File: src/rtl/shf_pkg.sv
// Shared types and pipeline-placement helpers for the alignment/normalisation shifter.
package shf_pkg;

    typedef enum logic [1:0] {
        SHF_SRL = 2'b00,
        SHF_SRA = 2'b01,
        SHF_SLL = 2'b10,
        SHF_RSV = 2'b11
    } shf_mode_e;

    // Number of shift stages completed before pipeline register j (j = 0 gives 0).
    function automatic int stage_boundary(input int j, input int size_shift, input int num_pipe);
        return (j * size_shift + num_pipe - 1) / num_pipe;
    endfunction

    // Index of the pipeline segment (0-based) that contains shift stage s.
    function automatic int segment_of(input int s, input int size_shift, input int num_pipe);
        int seg;
        seg = 0;
        for (int k = 1; k < num_pipe; k++) begin
            if (stage_boundary(k, size_shift, num_pipe) <= s) begin
                seg = k;
            end
        end
        return seg;
    endfunction

endpackage

File: src/rtl/shf_stage.sv
// One binary shift stage: shifts by SHIFT_VAL when enabled and folds discarded
// bits into the running sticky (right shifts) or overflow (left shift) flag.
module shf_stage
    import shf_pkg::*;
#(
    parameter int SIZE_DATA = 27,
    parameter int SHIFT_VAL = 1
) (
    input  logic [SIZE_DATA-1:0] data_in,
    input  logic                 enable,
    input  shf_mode_e            mode,
    input  logic                 sign,
    input  logic                 sticky_in,
    input  logic                 ovf_in,
    output logic [SIZE_DATA-1:0] data_out,
    output logic                 sticky_out,
    output logic                 ovf_out
);

    logic                 fill;
    logic [SIZE_DATA-1:0] right_res;
    logic [SIZE_DATA-1:0] left_res;
    logic                 right_lost;
    logic                 left_lost;

    assign fill = (mode == SHF_SRA) & sign;

    generate
        if (SHIFT_VAL >= SIZE_DATA) begin : g_whole
            // The whole word falls off the end.
            assign right_res  = {SIZE_DATA{fill}};
            assign left_res   = '0;
            assign right_lost = |data_in;
            assign left_lost  = |data_in;
        end else begin : g_part
            assign right_res  = {{SHIFT_VAL{fill}}, data_in[SIZE_DATA-1:SHIFT_VAL]};
            assign left_res   = {data_in[SIZE_DATA-SHIFT_VAL-1:0], {SHIFT_VAL{1'b0}}};
            assign right_lost = |data_in[SHIFT_VAL-1:0];
            assign left_lost  = |data_in[SIZE_DATA-1:SIZE_DATA-SHIFT_VAL];
        end
    endgenerate

    always_comb begin
        data_out   = data_in;
        sticky_out = sticky_in;
        ovf_out    = ovf_in;
        if (enable) begin
            if (mode == SHF_SLL) begin
                data_out = left_res;
                ovf_out  = ovf_in | left_lost;
            end else begin
                data_out   = right_res;
                sticky_out = sticky_in | right_lost;
            end
        end
    end

endmodule

File: src/rtl/shf_align_pipe.sv
// Pipelined barrel shifter (SRL/SRA/SLL) with sticky/overflow flags, tag sideband
// and a valid/ready handshake whose ready ripples combinationally back from i_ready.
module shf_align_pipe
    import shf_pkg::*;
#(
    parameter int SIZE_DATA  = 27,
    parameter int SIZE_SHIFT = 5,
    parameter int NUM_PIPE   = 2,
    parameter int SIZE_TAG   = 4
) (
    input  logic                  i_clk,
    input  logic                  i_rst_n,
    input  logic                  i_valid,
    output logic                  o_ready,
    input  shf_mode_e             i_mode,
    input  logic [SIZE_SHIFT-1:0] i_shift_number,
    input  logic [SIZE_DATA-1:0]  i_data,
    input  logic [SIZE_TAG-1:0]   i_tag,
    output logic                  o_valid,
    input  logic                  i_ready,
    output logic [SIZE_DATA-1:0]  o_data,
    output logic                  o_sticky,
    output logic                  o_ovf,
    output logic [SIZE_TAG-1:0]   o_tag
);

    // Segment g is the group of stages feeding register g; its source is the
    // input port for g = 0 and register g-1 otherwise.
    logic                  seg_valid  [NUM_PIPE];
    logic [SIZE_DATA-1:0]  seg_data   [NUM_PIPE];
    logic                  seg_sticky [NUM_PIPE];
    logic                  seg_ovf    [NUM_PIPE];
    shf_mode_e             seg_mode   [NUM_PIPE];
    logic                  seg_sign   [NUM_PIPE];
    logic [SIZE_SHIFT-1:0] seg_shamt  [NUM_PIPE];
    logic [SIZE_TAG-1:0]   seg_tag    [NUM_PIPE];

    logic                  r_valid  [NUM_PIPE];
    logic [SIZE_DATA-1:0]  r_data   [NUM_PIPE];
    logic                  r_sticky [NUM_PIPE];
    logic                  r_ovf    [NUM_PIPE];
    shf_mode_e             r_mode   [NUM_PIPE];
    logic                  r_sign   [NUM_PIPE];
    logic [SIZE_SHIFT-1:0] r_shamt  [NUM_PIPE];
    logic [SIZE_TAG-1:0]   r_tag    [NUM_PIPE];

    logic [SIZE_DATA-1:0]  stg_data   [SIZE_SHIFT];
    logic                  stg_sticky [SIZE_SHIFT];
    logic                  stg_ovf    [SIZE_SHIFT];

    logic                  ready [NUM_PIPE+1];

    assign seg_valid[0]  = i_valid;
    assign seg_data[0]   = i_data;
    assign seg_sticky[0] = 1'b0;
    assign seg_ovf[0]    = 1'b0;
    assign seg_mode[0]   = i_mode;
    assign seg_sign[0]   = (i_mode == SHF_SRA) & i_data[SIZE_DATA-1];
    assign seg_shamt[0]  = i_shift_number;
    assign seg_tag[0]    = i_tag;

    assign ready[NUM_PIPE] = i_ready;

    genvar gi;
    generate
        for (gi = 1; gi < NUM_PIPE; gi++) begin : g_seg
            assign seg_valid[gi]  = r_valid[gi-1];
            assign seg_data[gi]   = r_data[gi-1];
            assign seg_sticky[gi] = r_sticky[gi-1];
            assign seg_ovf[gi]    = r_ovf[gi-1];
            assign seg_mode[gi]   = r_mode[gi-1];
            assign seg_sign[gi]   = r_sign[gi-1];
            assign seg_shamt[gi]  = r_shamt[gi-1];
            assign seg_tag[gi]    = r_tag[gi-1];
        end

        for (gi = 0; gi < SIZE_SHIFT; gi++) begin : g_stage
            localparam int SEG = segment_of(gi, SIZE_SHIFT, NUM_PIPE);
            logic [SIZE_DATA-1:0] d_in;
            logic                 st_in;
            logic                 ov_in;

            if (gi == stage_boundary(SEG, SIZE_SHIFT, NUM_PIPE)) begin : g_head
                assign d_in  = seg_data[SEG];
                assign st_in = seg_sticky[SEG];
                assign ov_in = seg_ovf[SEG];
            end else begin : g_body
                assign d_in  = stg_data[gi-1];
                assign st_in = stg_sticky[gi-1];
                assign ov_in = stg_ovf[gi-1];
            end

            shf_stage #(
                .SIZE_DATA (SIZE_DATA),
                .SHIFT_VAL (1 << gi)
            ) u_stage (
                .data_in    (d_in),
                .enable     (seg_shamt[SEG][gi]),
                .mode       (seg_mode[SEG]),
                .sign       (seg_sign[SEG]),
                .sticky_in  (st_in),
                .ovf_in     (ov_in),
                .data_out   (stg_data[gi]),
                .sticky_out (stg_sticky[gi]),
                .ovf_out    (stg_ovf[gi])
            );
        end

        for (gi = 0; gi < NUM_PIPE; gi++) begin : g_reg
            localparam int LAST_STAGE = stage_boundary(gi + 1, SIZE_SHIFT, NUM_PIPE) - 1;
            logic                  valid_q,  valid_d;
            logic [SIZE_DATA-1:0]  data_q,   data_d;
            logic                  sticky_q, sticky_d;
            logic                  ovf_q,    ovf_d;
            shf_mode_e             mode_q,   mode_d;
            logic                  sign_q,   sign_d;
            logic [SIZE_SHIFT-1:0] shamt_q,  shamt_d;
            logic [SIZE_TAG-1:0]   tag_q,    tag_d;

            // An empty register always loads, so bubbles collapse under backpressure.
            assign ready[gi] = ~valid_q | ready[gi+1];

            always_comb begin
                valid_d  = valid_q;
                data_d   = data_q;
                sticky_d = sticky_q;
                ovf_d    = ovf_q;
                mode_d   = mode_q;
                sign_d   = sign_q;
                shamt_d  = shamt_q;
                tag_d    = tag_q;
                if (ready[gi]) begin
                    valid_d = seg_valid[gi];
                    if (seg_valid[gi]) begin
                        data_d   = stg_data[LAST_STAGE];
                        sticky_d = stg_sticky[LAST_STAGE];
                        ovf_d    = stg_ovf[LAST_STAGE];
                        mode_d   = seg_mode[gi];
                        sign_d   = seg_sign[gi];
                        shamt_d  = seg_shamt[gi];
                        tag_d    = seg_tag[gi];
                    end
                end
            end

            always_ff @(posedge i_clk or negedge i_rst_n) begin
                if (!i_rst_n) begin
                    valid_q  <= 1'b0;
                    data_q   <= '0;
                    sticky_q <= 1'b0;
                    ovf_q    <= 1'b0;
                    mode_q   <= SHF_SRL;
                    sign_q   <= 1'b0;
                    shamt_q  <= '0;
                    tag_q    <= '0;
                end else begin
                    valid_q  <= valid_d;
                    data_q   <= data_d;
                    sticky_q <= sticky_d;
                    ovf_q    <= ovf_d;
                    mode_q   <= mode_d;
                    sign_q   <= sign_d;
                    shamt_q  <= shamt_d;
                    tag_q    <= tag_d;
                end
            end

            assign r_valid[gi]  = valid_q;
            assign r_data[gi]   = data_q;
            assign r_sticky[gi] = sticky_q;
            assign r_ovf[gi]    = ovf_q;
            assign r_mode[gi]   = mode_q;
            assign r_sign[gi]   = sign_q;
            assign r_shamt[gi]  = shamt_q;
            assign r_tag[gi]    = tag_q;
        end
    endgenerate

    assign o_ready  = ready[0];
    assign o_valid  = r_valid[NUM_PIPE-1];
    assign o_data   = r_data[NUM_PIPE-1];
    assign o_sticky = r_sticky[NUM_PIPE-1];
    assign o_ovf    = r_ovf[NUM_PIPE-1];
    assign o_tag    = r_tag[NUM_PIPE-1];

endmodule

File: config.mk
export PLATFORM = sky130hd
export DESIGN_NAME = shf_align_pipe
export DESIGN_NICKNAME = d
export VERILOG_FILES = /design/src/rtl/shf_pkg.sv /design/src/rtl/shf_stage.sv /design/src/rtl/shf_align_pipe.sv
export SDC_FILE = /design/constraint.sdc
export NUM_CORES = 1
export LEC_CHECK = 0
export CORE_MARGIN = 2
export CORE_UTILIZATION = 52
export CTS_CLUSTER_DIAMETER = 60
export CTS_CLUSTER_SIZE = 12
export DETAILED_ROUTE_END_ITERATION = 10
export GPL_TIMING_DRIVEN = 1
export PLACE_DENSITY = 0.79
export SETUP_SLACK_MARGIN = 0.05
export SLEW_MARGIN = 15
export SYNTH_ARGS = -nofsm -noshare
export SYNTH_HDL_FRONTEND = slang
export SYNTH_SLANG_ARGS = --single-unit
File: constraint.sdc
create_clock -name i_clk -period 1.91 [get_ports i_clk]
set_clock_uncertainty 0.05 [all_clocks]
set_input_delay 0.382 -clock i_clk [delete_from_list [all_inputs] [get_ports i_clk]]
set_output_delay 0.382 -clock i_clk [all_outputs]
set_load 0.005 [all_outputs]
Yosys cells after proc, flatten, opt, wreduce, memory -nomap -nowiden
Index checks and enable logic that the tools add are counted.
{"block": "op_classes", "reduce_logical": 10, "n_eq_ne": 4, "muxes": 30, "bitwise_logic": 15}
{"cell": "27-bit 2-to-1 mux", "count": 10}
{"cell": "16-bit OR reduction", "count": 2}
{"cell": "1-bit 2-to-1 mux", "count": 20}
{"cell": "8-bit OR reduction", "count": 2}
{"cell": "1-bit bitwise OR", "count": 10}
{"cell": "4-bit OR reduction", "count": 2}
{"cell": "2-bit by 1-bit == test with 1-bit output (second input constant)", "count": 2}
{"cell": "2-bit == test (second input constant)", "count": 2}
{"cell": "2-bit AND reduction", "count": 2}
{"cell": "2-bit OR reduction", "count": 2}
{"cell": "1-bit bitwise AND", "count": 3}
{"cell": "1-bit inverter", "count": 2}
{"block": "totals", "in_bits": 42, "register_bits": 76, "out_inout_bits": 35, "wordCells": 72}

Longest topological paths before layout
Gate-level depths: netlist of the first run.
{"block": "logic_depth", "word_depth": 12, "ltp_mapped": 9, "ltp_nobuf": 5}

Modules after synthesis
Synthesis of the first run repeated with hierarchy kept, for this count alone.
{"block": "unflattened", "hier_cells": 686, "area_unflattened_um2": 6404.9}
{"mod": "shf_align_pipe", "seq_area_each_um2": 1826.8, "cells_each": 160, "area_each_um2": 2859.0, "n_inst": 1}
{"mod": "shf_stage at g_stage[0].u_stage", "seq_area_each_um2": 0.0, "cells_each": 127, "area_each_um2": 922.1, "n_inst": 1}
{"mod": "shf_stage at g_stage[1].u_stage", "seq_area_each_um2": 0.0, "cells_each": 126, "area_each_um2": 907.1, "n_inst": 1}
{"mod": "shf_stage at g_stage[2].u_stage", "seq_area_each_um2": 0.0, "cells_each": 118, "area_each_um2": 699.4, "n_inst": 1}
{"mod": "shf_stage at g_stage[3].u_stage", "seq_area_each_um2": 0.0, "cells_each": 102, "area_each_um2": 599.3, "n_inst": 1}
{"mod": "shf_stage at g_stage[4].u_stage", "seq_area_each_um2": 0.0, "cells_each": 53, "area_each_um2": 417.9, "n_inst": 1}

Least setup slack after synthesis of the first run
Ideal clock, no wire load.
{"block": "synth_path", "path_type": "input to register", "start": "in i_shift_number[0]", "end": "reg g_reg[0].data_q[6]", "path_stages": 6, "t_arrival_ns": 1.679, "path_buffers": 1, "required_ns": 1.734, "setup_time_ns": 0.126, "slack_ns": 0.055, "cell_sequence": "buf_2 mux2_2 mux2_1 a22oi_1 a21oi_1 a221o_1"}
{"block": "synth_via", "elab_chain_len": 5}
{"element": "from (decl)", "line_no": "shf_align_pipe.sv:16", "source": "input logic [SIZE_SHIFT-1:0] i_shift_number,"}
{"element": "27-bit 2-to-1 mux (*)", "line_no": "shf_stage.sv:47", "source": "if (enable) begin"}
{"element": "27-bit 2-to-1 mux", "line_no": "shf_stage.sv:48", "source": "if (mode == SHF_SLL) begin"}
{"element": "27-bit 2-to-1 mux (*)", "line_no": "shf_stage.sv:47"}
{"element": "27-bit 2-to-1 mux", "line_no": "shf_stage.sv:48"}
{"element": "27-bit 2-to-1 mux (*)", "line_no": "shf_stage.sv:47"}
{"element": "to (signal assigned)", "line_no": "shf_align_pipe.sv:158", "source": "data_q <= data_d;"}
{"element": "to (decl)", "line_no": "shf_align_pipe.sv:112", "source": "logic [SIZE_DATA-1:0] data_q, data_d;"}
Every way passes the cells marked *; elsewhere a longest branch is shown, timed or not.
A chain may end at the register's enable or synchronous reset.

Worst setup path in the final report of the first run
{"block": "layout_path", "start": "reg g_reg[0].data_q[22]", "end": "reg g_reg[1].ovf_q (netlist: o_ovf)"}
{"block": "layout_via", "elab_chain_len": 7, "elab_cells_between_ends": 10, "classes_between": "mux (6); bitwise (2); reduce/logical (2)"}
{"element": "8-bit OR reduction", "line_no": "shf_stage.sv:39", "source": "assign left_lost = |data_in[SIZE_DATA-1:SIZE_DATA-SHIFT_VAL];"}
{"element": "1-bit bitwise OR", "line_no": "shf_stage.sv:50", "source": "ovf_out = ovf_in | left_lost;"}
{"element": "1-bit 2-to-1 mux", "line_no": "shf_stage.sv:48"}
{"element": "1-bit 2-to-1 mux", "line_no": "shf_stage.sv:47"}
{"element": "1-bit bitwise OR", "line_no": "shf_stage.sv:50"}
{"element": "1-bit 2-to-1 mux", "line_no": "shf_stage.sv:48"}
{"element": "1-bit 2-to-1 mux (*)", "line_no": "shf_stage.sv:47"}
{"element": "to (signal assigned)", "line_no": "shf_align_pipe.sv:160", "source": "ovf_q <= ovf_d;"}
{"element": "to (decl)", "line_no": "shf_align_pipe.sv:114", "source": "logic ovf_q, ovf_d;"}
Marked as above.

==> results of run 1 <==
-- sequential cells by signal, indices dropped and copies added, names as in the netlist --
register    count
g.mode_q        2
g.shamt_q       2
o_valid         1
g.sticky_q      1
g.sign_q        1
g.ovf_q         1
o_data         27
o_ovf           1
g.data_q       27
g.valid_q       1
g.tag_q         4
o_tag           4
o_sticky        1
-- power by group --
part	switching [mW]	total (mW)	internal, mW
clock network	0.662	1.81	1.15
registers	0.310	2.17	1.87
logic	1.52	3.06	1.54
-- how the worst max path moves through the flow --
stage                                      to  slack, ps  cells after the start                 from
final                                   o_ovf        -90                      5  g_reg[0].data_q[22]
after global routing                    o_ovf        -90                      5  g_reg[0].data_q[22]
after CTS                  g_reg[0].data_q[6]         30                      6           i_data[13]
after detailed placement   g_reg[0].data_q[6]       -690                      7            i_mode[0]
after global placement    g_reg[0].data_q[20]       -600                      7            i_mode[0]
after floorplan            g_reg[0].data_q[6]         50                      6    i_shift_number[0]
-- critical path, stage by stage (launching register included) --
cell and delay (ps):
dfrtp_1 510, nor3_1 410, nand3_1 160, a311o_1 450, nor3_2 200, a21oi_2 80
-- logic make-up after synthesis --
family,count (synthesis)
fa+ha+maj,1
buf+inv,90
simple gates,274
flops,73
compound gates,288
mux,38
-- cell type report --
| type | count | area share, % |
|---|---|---|
| flip-flops and latches | 73 | 20.6 |
| repair buffers | 265 | 26.5 |
| well taps | 143 | 2.02 |
| inverters | 18 | 0.804 |
| clock inverters | 6 | 1.02 |
| multi-input cells | 601 | 46.4 |
| clock buffers | 10 | 2.58 |
-- through the flow --
step | instances | utilization, %
floorplan | 764 | -
global placement | 1079 | 70.2
detailed placement | 1079 | 70.2
CTS | 1099 | 74.2
global route | 1116 | 77.7
finish | 1116 | 77.7
-- placed cells by master (no fill, tap or decap), types with 8 or more instances in the layout --
master           synthesis  routed
dlymetal6s2s_1           0      12
buf_6                    5       8
dfrtp_1                 73      71
o221ai_1                11       8
nand2_1                104     102
mux4_2                  13      13
clkbuf_16                0      11
a211oi_1                20      13
buf_4                    5     170
a21oi_1                 69      66
inv_1                   16      16
o21a_1                  11      11
o21ai_0                 41      41
a22oi_1                 10       9
nor2_1                  75      72
a31oi_1                 15      15
nor3_1                  12      11
mux2i_1                 17      16
nand2b_1                16      14
and3b_1                 18      14
o211ai_1                24      24
clkdlybuf4s50_1          0      58
-- what timing repair did --
item,in CTS,in global routing
gates resized for setup,33,58
buffers inserted,4,14
cloned,0,3
pin swaps,4,22
endpoints found under the setup margin,38,42
endpoints found under the hold margin,0,0
-- metal layers --
layer	part of all wire [%]	global-route usage [%]	wire length, um	up-vias
met5	0	0	0	-
met4	5.7	18.0	1400	0
met3	8.2	5.35	2010	136
met2	48	61.6	11900	489
met1	38	46.9	9380	3595
li1	-	-	-	3285
==> results.toml, run 1 <==
[yosys]
synth-seq-cells = 73
synth.area.top_cells = "dfrtp_1 30%, nand2_1 6.4%, a21oi_1 5.7%, mux4_2 4.8%, nor2_1 4.6%"
netlist_area_sq_um = 6100
synth.distinct_cells = 66
synth-main-ff-cell = "dfrtp_1"
synthesis.nets = 806
synth-edff-count = 0
synthAdderAreaFrac_pct = 0.164
seq_area_frac_synth_pct = 30.0
ys_async_sr_fraction_pct = 100
muxShareOfSynthArea_pct = 9.07
synth-compound-area-share_pct = 31.9
synth_top_cell_by_area = "dfrtp_1"
synth_top_family_by_area = "compound AO/OA/AOI/OAI gates"
synth_top_area_share_pct = 30.0
synthTopCellsByCount = "104 x nand2_1, 75 x nor2_1, 73 x dfrtp_1"
syn_area_per_cell_sq_um = 7.98
synth_warnings = 0
synth_xor_area_share_pct = 0
synth_simple_gate_area_share_pct = 21.9
synthMostInstantiatedCell = "nand2_1"
synthCells = 764

[final_layout]
regArea_sq_um = 1830
antenna_cells = 0
multi_input_area_sq_um = 4120
area_growth_pct = 45.5
fin_nets = 1010
fin_area_sq_um = 8870
fillers = 775
drive_gt1_share_pct = 29.2

[clocking]
cts-root-buf = "clkbuf_16"
cts.path.max_buffers = 2
h-tree-depth = 3
cts_tree = "yes"
cts_sinks = 73
insertion_delay_ps = 340
clk_pin_slew_ps = 60
cts_buffers = 9
postCtsHoldBufs = 0

[grt]
grt_util_all_layers_pct = 36.8
grt_overflow = 0
antenna_found_initial = 0
grt_pass1_vias = 6979
grt_pass1_wl_um = 37200
grt_start_max_net_pins = 74

[timing]
setup_tns_ps = -101
hold_viol_final = 0
fmax_mhz = 500
fin_crit_sh_pct = 105
drv_slew = 0
slew_headroom_pct = 60.0
rsz0062_at_grt = "yes"
fin_ws_ps = -88.8
worstMarginPinSlew_ps = 599
period_minus_slack_ps = 2000
setup_violations = 2
holdWs_ps = 21.9

[hold_path]
holdCritPathClass = "input pin to asynchronous set/reset pin"

[placement]
portBuffers = 76
post_dp_cell_area_sq_um = 8020
dp_worst_setup_slack_ps = -686
gp_congestion = 1.04
place_hpwl_um = 17400

[power]
power_density_nw_per_um2 = 794
leakagePower_nw = 3.94
p_total_mw = 7.04
irDropWorstVdd_mv = 0.858

[outcome]
violations = "setup timing"
status = "finished with violations"

[detailed_routing]
wire_per_inst_um = 22.1
drcViolationCount = 0
routed_wl_um = 24700
postRouteAntennaNets = 0
firstDrtPassIters = 8
drt-vias-per-instance = 6.72
via_count = 7505
first_iter_violations = 993

[floorplanning]
dieArea_sq_um = 12600
fp.dieW_um = 112
ios = 77
start_util_pct = 53.4
rows = 39
die_h_um = 112
core_area_sq_um = 11400

[setup_path]
r2r_slack_ps = -90
cp.arrival_ps = 2160
reg2reg_to = "o_ovf"
worst_setup_path_start_kind = "register"
critPathCaptureType = "register"
reg2regPathDepth = 5
critPathMaxFanout = 5
cp.required_ps = 2070
critPathKind = "register to register"
r2r_start = "g_reg[0].data_q[22]"

[run]
drv.max_cap_violation_count = 0
Power figures use the tool's default switching activity.
==> inputs of run 2 (changes only) <==
Settings changed: CTS_CLUSTER_SIZE 12 to 10.
==> results of run 2 <==
Final layout, timing and power as in run 1 (identical DEF).
